**src/rtl/bpred_update_ctrl_pkg.sv**
```systemverilog
// Shared definitions for the branch-predictor table update controller:
// FSM encodings, CPHT counter encodings, default sizes and entry packing.
package bpred_update_ctrl_pkg;

    localparam int CPHT_DEPTH_DEF  = 5;
    localparam int QDEPTH_LOG2_DEF = 2;

    // Controller states
    localparam logic [0:0] ST_INIT = 1'b0;
    localparam logic [0:0] ST_RUN  = 1'b1;

    // CPHT chooser counter encoding; the clear value is CPHT_STRONG_LOCAL
    typedef enum logic [1:0] {
        CPHT_STRONG_LOCAL  = 2'b00,
        CPHT_WEAK_LOCAL    = 2'b01,
        CPHT_WEAK_GLOBAL   = 2'b11,
        CPHT_STRONG_GLOBAL = 2'b10
    } cpht_state_e;

    // Queue entry layout is {idx, taken, local_ok, global_ok}; the low
    // three bits are the training flags built here.
    localparam int ENTRY_FLAG_BITS = 3;

    function automatic logic [ENTRY_FLAG_BITS-1:0] pack_flags(
        input logic taken,
        input logic local_pred,
        input logic global_pred
    );
        return {taken, ~(local_pred ^ taken), ~(global_pred ^ taken)};
    endfunction

endpackage

```
**src/rtl/bpred_upd_fifo.sv**
```systemverilog
// Small synchronous FIFO holding pending table updates. The head is read
// combinationally so a freshly pushed entry can be written the next cycle.
module bpred_upd_fifo #(
    parameter int WIDTH      = 8,
    parameter int DEPTH_LOG2 = 2
) (
    input  logic             clk,
    input  logic             rst,
    input  logic             clear,
    input  logic             push,
    input  logic             pop,
    input  logic [WIDTH-1:0] wdata,
    output logic [WIDTH-1:0] rdata,
    output logic             full,
    output logic             empty
);

    localparam int DEPTH = 1 << DEPTH_LOG2;

    logic [WIDTH-1:0]      mem_q [DEPTH];
    logic [DEPTH_LOG2-1:0] wr_ptr_q, wr_ptr_d;
    logic [DEPTH_LOG2-1:0] rd_ptr_q, rd_ptr_d;
    logic [DEPTH_LOG2:0]   count_q, count_d;
    logic                  do_push;
    logic                  do_pop;

    assign full  = (count_q == DEPTH_LOG2'(0) + (DEPTH_LOG2+1)'(DEPTH));
    assign empty = (count_q == '0);
    assign rdata = mem_q[rd_ptr_q];

    // A full queue still accepts a push when it is popping in the same cycle
    assign do_pop  = pop & ~empty;
    assign do_push = push & (~full | do_pop);

    // Pointer and occupancy next-state; pointers wrap naturally
    always_comb begin
        wr_ptr_d = wr_ptr_q;
        rd_ptr_d = rd_ptr_q;
        count_d  = count_q;
        if (clear) begin
            wr_ptr_d = '0;
            rd_ptr_d = '0;
            count_d  = '0;
        end else begin
            if (do_push) wr_ptr_d = wr_ptr_q + 1'b1;
            if (do_pop)  rd_ptr_d = rd_ptr_q + 1'b1;
            case ({do_push, do_pop})
                2'b10:   count_d = count_q + 1'b1;
                2'b01:   count_d = count_q - 1'b1;
                default: count_d = count_q;
            endcase
        end
    end

    // Pointer/occupancy registers
    always_ff @(posedge clk) begin
        if (rst) begin
            wr_ptr_q <= '0;
            rd_ptr_q <= '0;
            count_q  <= '0;
        end else begin
            wr_ptr_q <= wr_ptr_d;
            rd_ptr_q <= rd_ptr_d;
            count_q  <= count_d;
        end
    end

    // Entry storage; contents need no reset since occupancy guards reads
    always_ff @(posedge clk) begin
        if (do_push && !clear) mem_q[wr_ptr_q] <= wdata;
    end

endmodule

```
**src/rtl/bpred_update_ctrl.sv**
```systemverilog
// Schedules every write into the tournament predictor tables: a clearing
// sweep after reset/flush, then in-order retirement of resolved branches
// through a small queue onto the shared table write port.
module bpred_update_ctrl
    import bpred_update_ctrl_pkg::*;
#(
    parameter int CPHT_DEPTH  = CPHT_DEPTH_DEF,
    parameter int QDEPTH_LOG2 = QDEPTH_LOG2_DEF
) (
    input  logic                  clk,
    input  logic                  rst,
    input  logic                  flush_req,
    input  logic                  branchM,
    input  logic                  actual_takeM,
    input  logic                  localPred_M,
    input  logic                  globalPred_M,
    input  logic                  predM,
    input  logic [31:0]           pcM,
    input  logic                  tbl_ready,
    output logic                  tbl_we,
    output logic                  tbl_clr,
    output logic [CPHT_DEPTH-1:0] tbl_idx,
    output logic                  tbl_taken,
    output logic                  tbl_local_ok,
    output logic                  tbl_global_ok,
    output logic                  stallM,
    output logic                  mispredM,
    output logic                  busy,
    output logic [31:0]           br_cnt,
    output logic [31:0]           mis_cnt
);

    localparam int ENTRY_W = CPHT_DEPTH + ENTRY_FLAG_BITS;

    logic [0:0]            state_q, state_d;
    logic [CPHT_DEPTH-1:0] sweep_q, sweep_d;
    logic [31:0]           br_cnt_q, br_cnt_d;
    logic [31:0]           mis_cnt_q, mis_cnt_d;

    logic                  in_init;
    logic                  fifo_full;
    logic                  fifo_empty;
    logic                  fifo_pop;
    logic                  accept;
    logic [ENTRY_W-1:0]    push_entry;
    logic [ENTRY_W-1:0]    head_entry;
    logic                  unused_pc_bits;

    // Only the index bits of the PC reach the tables
    assign unused_pc_bits = ^{pcM[31:CPHT_DEPTH+2], pcM[1:0]};

    assign in_init = (state_q == ST_INIT);

    // Write port, stall and accept decisions; everything is quiet under reset
    always_comb begin
        mispredM      = branchM & (predM ^ actual_takeM);
        busy          = rst | in_init;
        tbl_we        = ~rst & (in_init | ~fifo_empty);
        tbl_clr       = ~rst & in_init;
        tbl_idx       = in_init ? sweep_q : head_entry[ENTRY_W-1 -: CPHT_DEPTH];
        tbl_taken     = ~in_init & head_entry[2];
        tbl_local_ok  = ~in_init & head_entry[1];
        tbl_global_ok = ~in_init & head_entry[0];
        fifo_pop      = ~rst & ~in_init & ~fifo_empty & tbl_ready;
        stallM        = ~rst & ~in_init & branchM & fifo_full & ~fifo_pop;
        accept        = ~rst & ~in_init & branchM & ~stallM & ~flush_req;
        push_entry    = {pcM[CPHT_DEPTH+1:2],
                         pack_flags(actual_takeM, localPred_M, globalPred_M)};
    end

    // FSM, sweep index and counters next-state
    always_comb begin
        state_d   = state_q;
        sweep_d   = sweep_q;
        br_cnt_d  = br_cnt_q;
        mis_cnt_d = mis_cnt_q;
        if (flush_req) begin
            state_d = ST_INIT;
            sweep_d = '0;
        end else if (in_init) begin
            sweep_d = sweep_q + 1'b1;
            if (&sweep_q) state_d = ST_RUN;
        end
        if (accept) begin
            br_cnt_d = br_cnt_q + 32'd1;
            if (mispredM) mis_cnt_d = mis_cnt_q + 32'd1;
        end
    end

    // State registers
    always_ff @(posedge clk) begin
        if (rst) begin
            state_q   <= ST_INIT;
            sweep_q   <= '0;
            br_cnt_q  <= '0;
            mis_cnt_q <= '0;
        end else begin
            state_q   <= state_d;
            sweep_q   <= sweep_d;
            br_cnt_q  <= br_cnt_d;
            mis_cnt_q <= mis_cnt_d;
        end
    end

    assign br_cnt  = br_cnt_q;
    assign mis_cnt = mis_cnt_q;

    bpred_upd_fifo #(
        .WIDTH      (ENTRY_W),
        .DEPTH_LOG2 (QDEPTH_LOG2)
    ) u_fifo (
        .clk   (clk),
        .rst   (rst),
        .clear (flush_req),
        .push  (accept),
        .pop   (fifo_pop),
        .wdata (push_entry),
        .rdata (head_entry),
        .full  (fifo_full),
        .empty (fifo_empty)
    );

endmodule

```
**config.mk**
```make
export PLATFORM = sky130hd
export DESIGN_NAME = bpred_update_ctrl
export DESIGN_NICKNAME = d
export VERILOG_FILES = /design/src/rtl/bpred_update_ctrl_pkg.sv /design/src/rtl/bpred_upd_fifo.sv /design/src/rtl/bpred_update_ctrl.sv
export SDC_FILE = /design/constraint.sdc
export NUM_CORES = 1
export LEC_CHECK = 0
export ABC_CLOCK_PERIOD_IN_PS = 3460
export CELL_PAD_IN_SITES_DETAIL_PLACEMENT = 1
export CELL_PAD_IN_SITES_GLOBAL_PLACEMENT = 1
export CORE_ASPECT_RATIO = 1.5
export CORE_MARGIN = 8
export CORE_UTILIZATION = 38
export CTS_CLUSTER_SIZE = 8
export DETAILED_ROUTE_END_ITERATION = 8
export GPL_TIMING_DRIVEN = 0
export PLACE_DENSITY_LB_ADDON = 0.1
export SLEW_MARGIN = 25
export SYNTH_ARGS = -nofsm -noshare
export SYNTH_HDL_FRONTEND = slang
export SYNTH_SLANG_ARGS = --single-unit
```
**constraint.sdc**
```tcl
create_clock -name clk -period 3.46 [get_ports clk]
set_input_delay 0.692 -clock clk [delete_from_list [all_inputs] [get_ports clk]]
set_output_delay 0.692 -clock clk [all_outputs]
set_load 0.01 [all_outputs]
```
==> results by stage, run 1 <==
Outcome:
- The flow ran to the end, and the final reports show no timing, DRC or antenna violations.

GRT:
- The global router's overall resource usage is 17.4%.
- The number of antenna violations at the first check in global routing was 0.
- Entering global routing, the biggest net connects 18 pins.
- The wire length of the first global-routing pass is 23100 um.
- The residual overflow from global routing is 0.
- The via count of the first global-routing pass came to 4420.

Pwr:
- The largest vdd supply drop is 0.184 mV.
- The internal portion of the total power is 2170 uW.
- The switching power is 517 uW.
- In this run switching power makes up 19.3% of total power.
- Combinational cells account for 2.5% of the total power.
- The areal power density over the cells is 414 nW/um2.
- Of the total power, registers draw 49.9%.
- Per report_power, the clock group accounts for 47.6% of the total.
- The leakage power is 0.00202 uW.

CTS:
- The count of buffers added by post-CTS timing repair for setup is 0.
- TritonCTS built the clock tree.
- The clock tree root buffer cell is sky130_fd_sc_hd__clkbuf_16.
- The number of hold buffers added after cts is 0.
- Clock latency on the worst-skew pair, taken at its later pin, is 0.35 ns.
- The TritonCTS sink count is 111.
- The register clock-pin slew on the reported worst setup and hold paths is 0.07 ns.
- The number of clock buffers added by TritonCTS is 9.
- The total number of H-tree levels is 3.
- Once the clock tree was built, the resizer swapped 0 gates to a different size.
- The number of buffers on the longest clock path is 2.

Synth:
- After synthesis, the netlist uses 44 different library cells.
- Counting flops with a built-in enable in the synthesized netlist gives 32.
- The proportion of synthesized chip area in sequential cells is 50.8%.
- The gate count after technology mapping is 497.
- After synthesis, the share of flip-flops with an asynchronous set or reset is 0%.
- The net count of the mapped netlist is 548.
- The cell area that synthesis handed to floorplanning was 5010 um2.
- A synthesized cell averages 10.1 um2.
- For this run, the number of Yosys warnings is 0.
- For this run, the leading register cell type out of synthesis is sky130_fd_sc_hd__dfxtp_1.
- Synthesis inferred 111 register bits.

Floorplanning:
- Row generation in the floorplan step produced 51 rows.
- The I/O pin total is 118.
- For this configuration, the core starts out at a cell density of 38.7%.
- The floorplan die area is 17200 um2.
- Measured along the x axis, the die boundary spans 110 um.
- The y dimension of the die is 157 um.
- In this run the standard cell core region covers 13000 um2.

Final layout:
- The final antenna diode count is 0.
- The share of final-layout standard cells stronger than drive strength 1 is 6.48%.
- The top cell types in the final layout, fill and taps aside, are sky130_fd_sc_hd__clkdlybuf4s50_1, sky130_fd_sc_hd__dfxtp_1, sky130_fd_sc_hd__nor2_1.
- With fillers left out, the area of the finished cells amounts to 6480 um2.
- For this run, the number of standard cells in the final layout without fillers is 761.
- The most common cell after layout, fill and taps aside is sky130_fd_sc_hd__clkdlybuf4s50_1.
- The signed area change from the synthesized netlist to the final layout is 29.4%.
- The net count reported at finish is 648.
- The filler cell count in the final layout is 1467.

Setup path:
- The number of cell instances on the worst register-to-register path is 9.
- The worst setup path is captured at a primary output.
- By startpoint and endpoint, the worst setup path is classified as reg -> out.
- Following the worst setup path forward leads to its endpoint at tbl_idx[1].
- The maximum fanout count along the critical path is 8.
- The startpoint identified for the worst register-to-register timing path is u_fifo.count_q[0].
- The endpoint identified for the worst register-to-register timing path is u_fifo.count_q[2].
- The type of element launching the critical path is a flip-flop.
- The setup check on the worst reg-to-reg path leaves a slack of 0.60 ns.
- STA puts the critical path data required time at 2.77 ns.
- The data arrival time of the worst path is 2.58 ns.

STA:
- The tightest hold path in the finished design has a slack of 0.491 ns.
- The max-slew violation count was 0.
- On the final layout, the worst clock skew is 0.00697 ns.
- The final clock period utilization by the worst path is 94.5%.
- The final hold violation count is 0.
- The count of final setup violators is 0.
- Setup repair after global routing left no endpoint under its margin.
- The worst slew margin relative to its limit is 34.8%.
- The worst path in the final design needs a cycle of 3.27 ns, including I/O delays and setup.
- Static timing analysis puts the maximum clock frequency at 0.306 GHz.
- At the pin with the least slew margin, the transition time is 0.968 ns.

Flow run:
- The tool flagged a number of max-cap violations equal to 0.

Detailed routing:
- The post-detailed-route DRC marker count is 0.
- The total number of vias is 4077.
- The count of nets left with antenna violations once routing finished came out at 0.
- Dividing the detail-routed wire length by the instance count gives 19.0 um.
- The first TritonRoute pass finished after 4 iterations.
- For this block, the routed nets add up to 14400 um of wire.
- The first routing iteration left 114 violations.
- The ratio of routed vias to standard cells is 5.36.

Place:
- The routability-driven placement congestion ratio is 0.814.
- Once placement finished, the instance area stood at 6110 um2.
- The HPWL after detailed placement is 10800 um.
- The number of input and output port buffers inserted is 89.
- The instance count after placement with tap cells included is 745.

Min path:
- The worst hold path cell count is 2.
- The path category of the worst min-delay check is reg -> reg.
[kinds of logic (layout without fill, tap and decap cells)]
family / Yosys count / in the layout / synth area share (%)
buffers and inverters: 36 / 141 / 2.80
xor gates and xnor gates: 61 / 61 / 10.8
AOI/OAI and AO/OA: 30 / 30 / 3.20
and+or+nand+nor: 234 / 234 / 24.7
DFF: 111 / 111 / 50.8
adders and majority gates: 10 / 10 / 2.65
muxes: 15 / 15 / 5.10
[worst min path at each step]
stage | startpoint | to
after global placement | mis_cnt[31] | mis_cnt[31]
after CTS | br_cnt[1] | br_cnt[1]
after detailed placement | br_cnt[1] | br_cnt[1]
after global routing | mis_cnt[31] | mis_cnt[31]
final | br_cnt[1] | br_cnt[1]
after floorplan | u_fifo.wr_ptr_q[1] | u_fifo.wr_ptr_q[1]
[Yosys cell counts, types with 2 or more instances]
library cell | instances | area (um2)
sky130_fd_sc_hd__a21oi_1 | 16 | 80.1
sky130_fd_sc_hd__mux2i_1 | 3 | 30.0
sky130_fd_sc_hd__mux2_2 | 4 | 45.0
sky130_fd_sc_hd__ha_1 | 9 | 113
sky130_fd_sc_hd__buf_2 | 3 | 15.0
sky130_fd_sc_hd__and2_1 | 4 | 25.0
sky130_fd_sc_hd__nand4_1 | 22 | 138
sky130_fd_sc_hd__mux4_2 | 8 | 180
sky130_fd_sc_hd__xor2_1 | 13 | 114
sky130_fd_sc_hd__or4_1 | 2 | 15.0
sky130_fd_sc_hd__and4_1 | 13 | 114
sky130_fd_sc_hd__nand3_1 | 23 | 115
sky130_fd_sc_hd__xnor2_1 | 47 | 412
sky130_fd_sc_hd__o21ai_0 | 10 | 50.1
sky130_fd_sc_hd__inv_1 | 14 | 52.6
sky130_fd_sc_hd__dfxtp_1 | 79 | 1580
sky130_fd_sc_hd__nor2b_1 | 4 | 25.0
sky130_fd_sc_hd__nor4_1 | 22 | 138
sky130_fd_sc_hd__edfxtp_1 | 32 | 961
sky130_fd_sc_hd__buf_1 | 3 | 11.3
sky130_fd_sc_hd__nand2b_1 | 2 | 12.5
sky130_fd_sc_hd__and3_1 | 8 | 50.1
sky130_fd_sc_hd__clkbuf_1 | 15 | 56.3
sky130_fd_sc_hd__nand2_1 | 27 | 101
sky130_fd_sc_hd__nor3_1 | 18 | 90.1
sky130_fd_sc_hd__or3_1 | 9 | 56.3
sky130_fd_sc_hd__nor2_1 | 70 | 263
[metal layers]
metal	global-route usage, %	part of all wire (%)	routed length, um
met3	4.41	4.3	617
met4	5.75	1.7	239
met1	18.5	40	5770
met2	31.8	54	7810
met5	0	0	0
[per-stage QoR]
| stage | setup WS [ns] | setup TNS [ns] | power, uW | utilization (%) |
|---|---|---|---|---|
| 4_1_cts | 0.114 | 0 | 2720 | 50.0 |
| 3_5_place_dp | -0.154 | -0.154 | 1440 | 47.2 |
| 5_1_grt | 0.0121 | 0 | 2760 | 50.0 |
| 6_report | 0.189 | 0 | 2680 | 50.0 |
| 3_3_place_gp | -0.481 | -0.735 | 1430 | 47.1 |
| 2_1_floorplan | 0.778 | 0 | 1400 | - |
[critical path, stage by stage, from the launching register on]
cell,delay (ns)
sky130_fd_sc_hd__dfxtp_1,0.32
sky130_fd_sc_hd__clkbuf_1,0.53
sky130_fd_sc_hd__mux4_2,0.62
sky130_fd_sc_hd__mux2_2,0.28
sky130_fd_sc_hd__clkdlybuf4s50_1,0.48
[flip-flops by register name, indices dropped and copies added (netlist names), named ones only]
register and count:
u_fifo.count_q 3, state_q 1, sweep_q 5, mis_cnt 32, u_fifo.wr_ptr_q 2, br_cnt 32
u_fifo.mem_q 32, u_fifo.rd_ptr_q 2
[power groups by stage]
stage	Sequential [uW]	Clock (uW)	Combinational, uW
floorplan	1370	0	27.9
global placement	1370	0	67.0
detailed placement	1370	0	69.1
CTS	1340	1310	69.8
global route	1340	1350	74.2
finish	1340	1280	67.9
[layout make-up]
cell class | instances | area, um2 | area share [%]
Buffer | 22 | 87.6 | 1.35
Clock buffer | 11 | 243 | 3.74
Clock inverter | 5 | 129 | 1.99
Inverter | 14 | 52.6 | 0.811
Multi-Input combinational cell | 350 | 2340 | 36.1
Sequential cell | 111 | 2540 | 39.2
Tap cell | 159 | 199 | 3.07
Timing Repair Buffer | 89 | 891 | 13.7
Note: power is estimated with default switching activity, not from simulation.
==> run 2: changes to the inputs <==
--- a/config.mk
+++ b/config.mk
@@ -5,7 +5,6 @@
 export SDC_FILE = /design/constraint.sdc
 export NUM_CORES = 1
 export LEC_CHECK = 0
-export ABC_CLOCK_PERIOD_IN_PS = 3460
 export CELL_PAD_IN_SITES_DETAIL_PLACEMENT = 1
 export CELL_PAD_IN_SITES_GLOBAL_PLACEMENT = 1
 export CORE_ASPECT_RATIO = 1.5
==> results of run 2 <==
Final layout, timing and power as in run 1 (identical DEF).
==> run 3: changes to the inputs <==
==> constraint.sdc (replaced) <==
create_clock -name clk -period 3.6 [get_ports clk]
set_input_delay 0.72 -clock clk [delete_from_list [all_inputs] [get_ports clk]]
set_output_delay 0.72 -clock clk [all_outputs]
set_load 0.01 [all_outputs]
==> results of run 3 <==
The final DEF is identical to that of run 1. Status: complete, no violations.
Among the figures that moved: setup slack after placement -0.154 ns -> -0.0422 ns; setup slack after layout 0.189 ns -> 0.301 ns; register-to-register setup slack 0.60 ns -> 0.74 ns; total power 2680 uW -> 2580 uW; worst IR drop on VDD 0.184 mV -> 0.177 mV
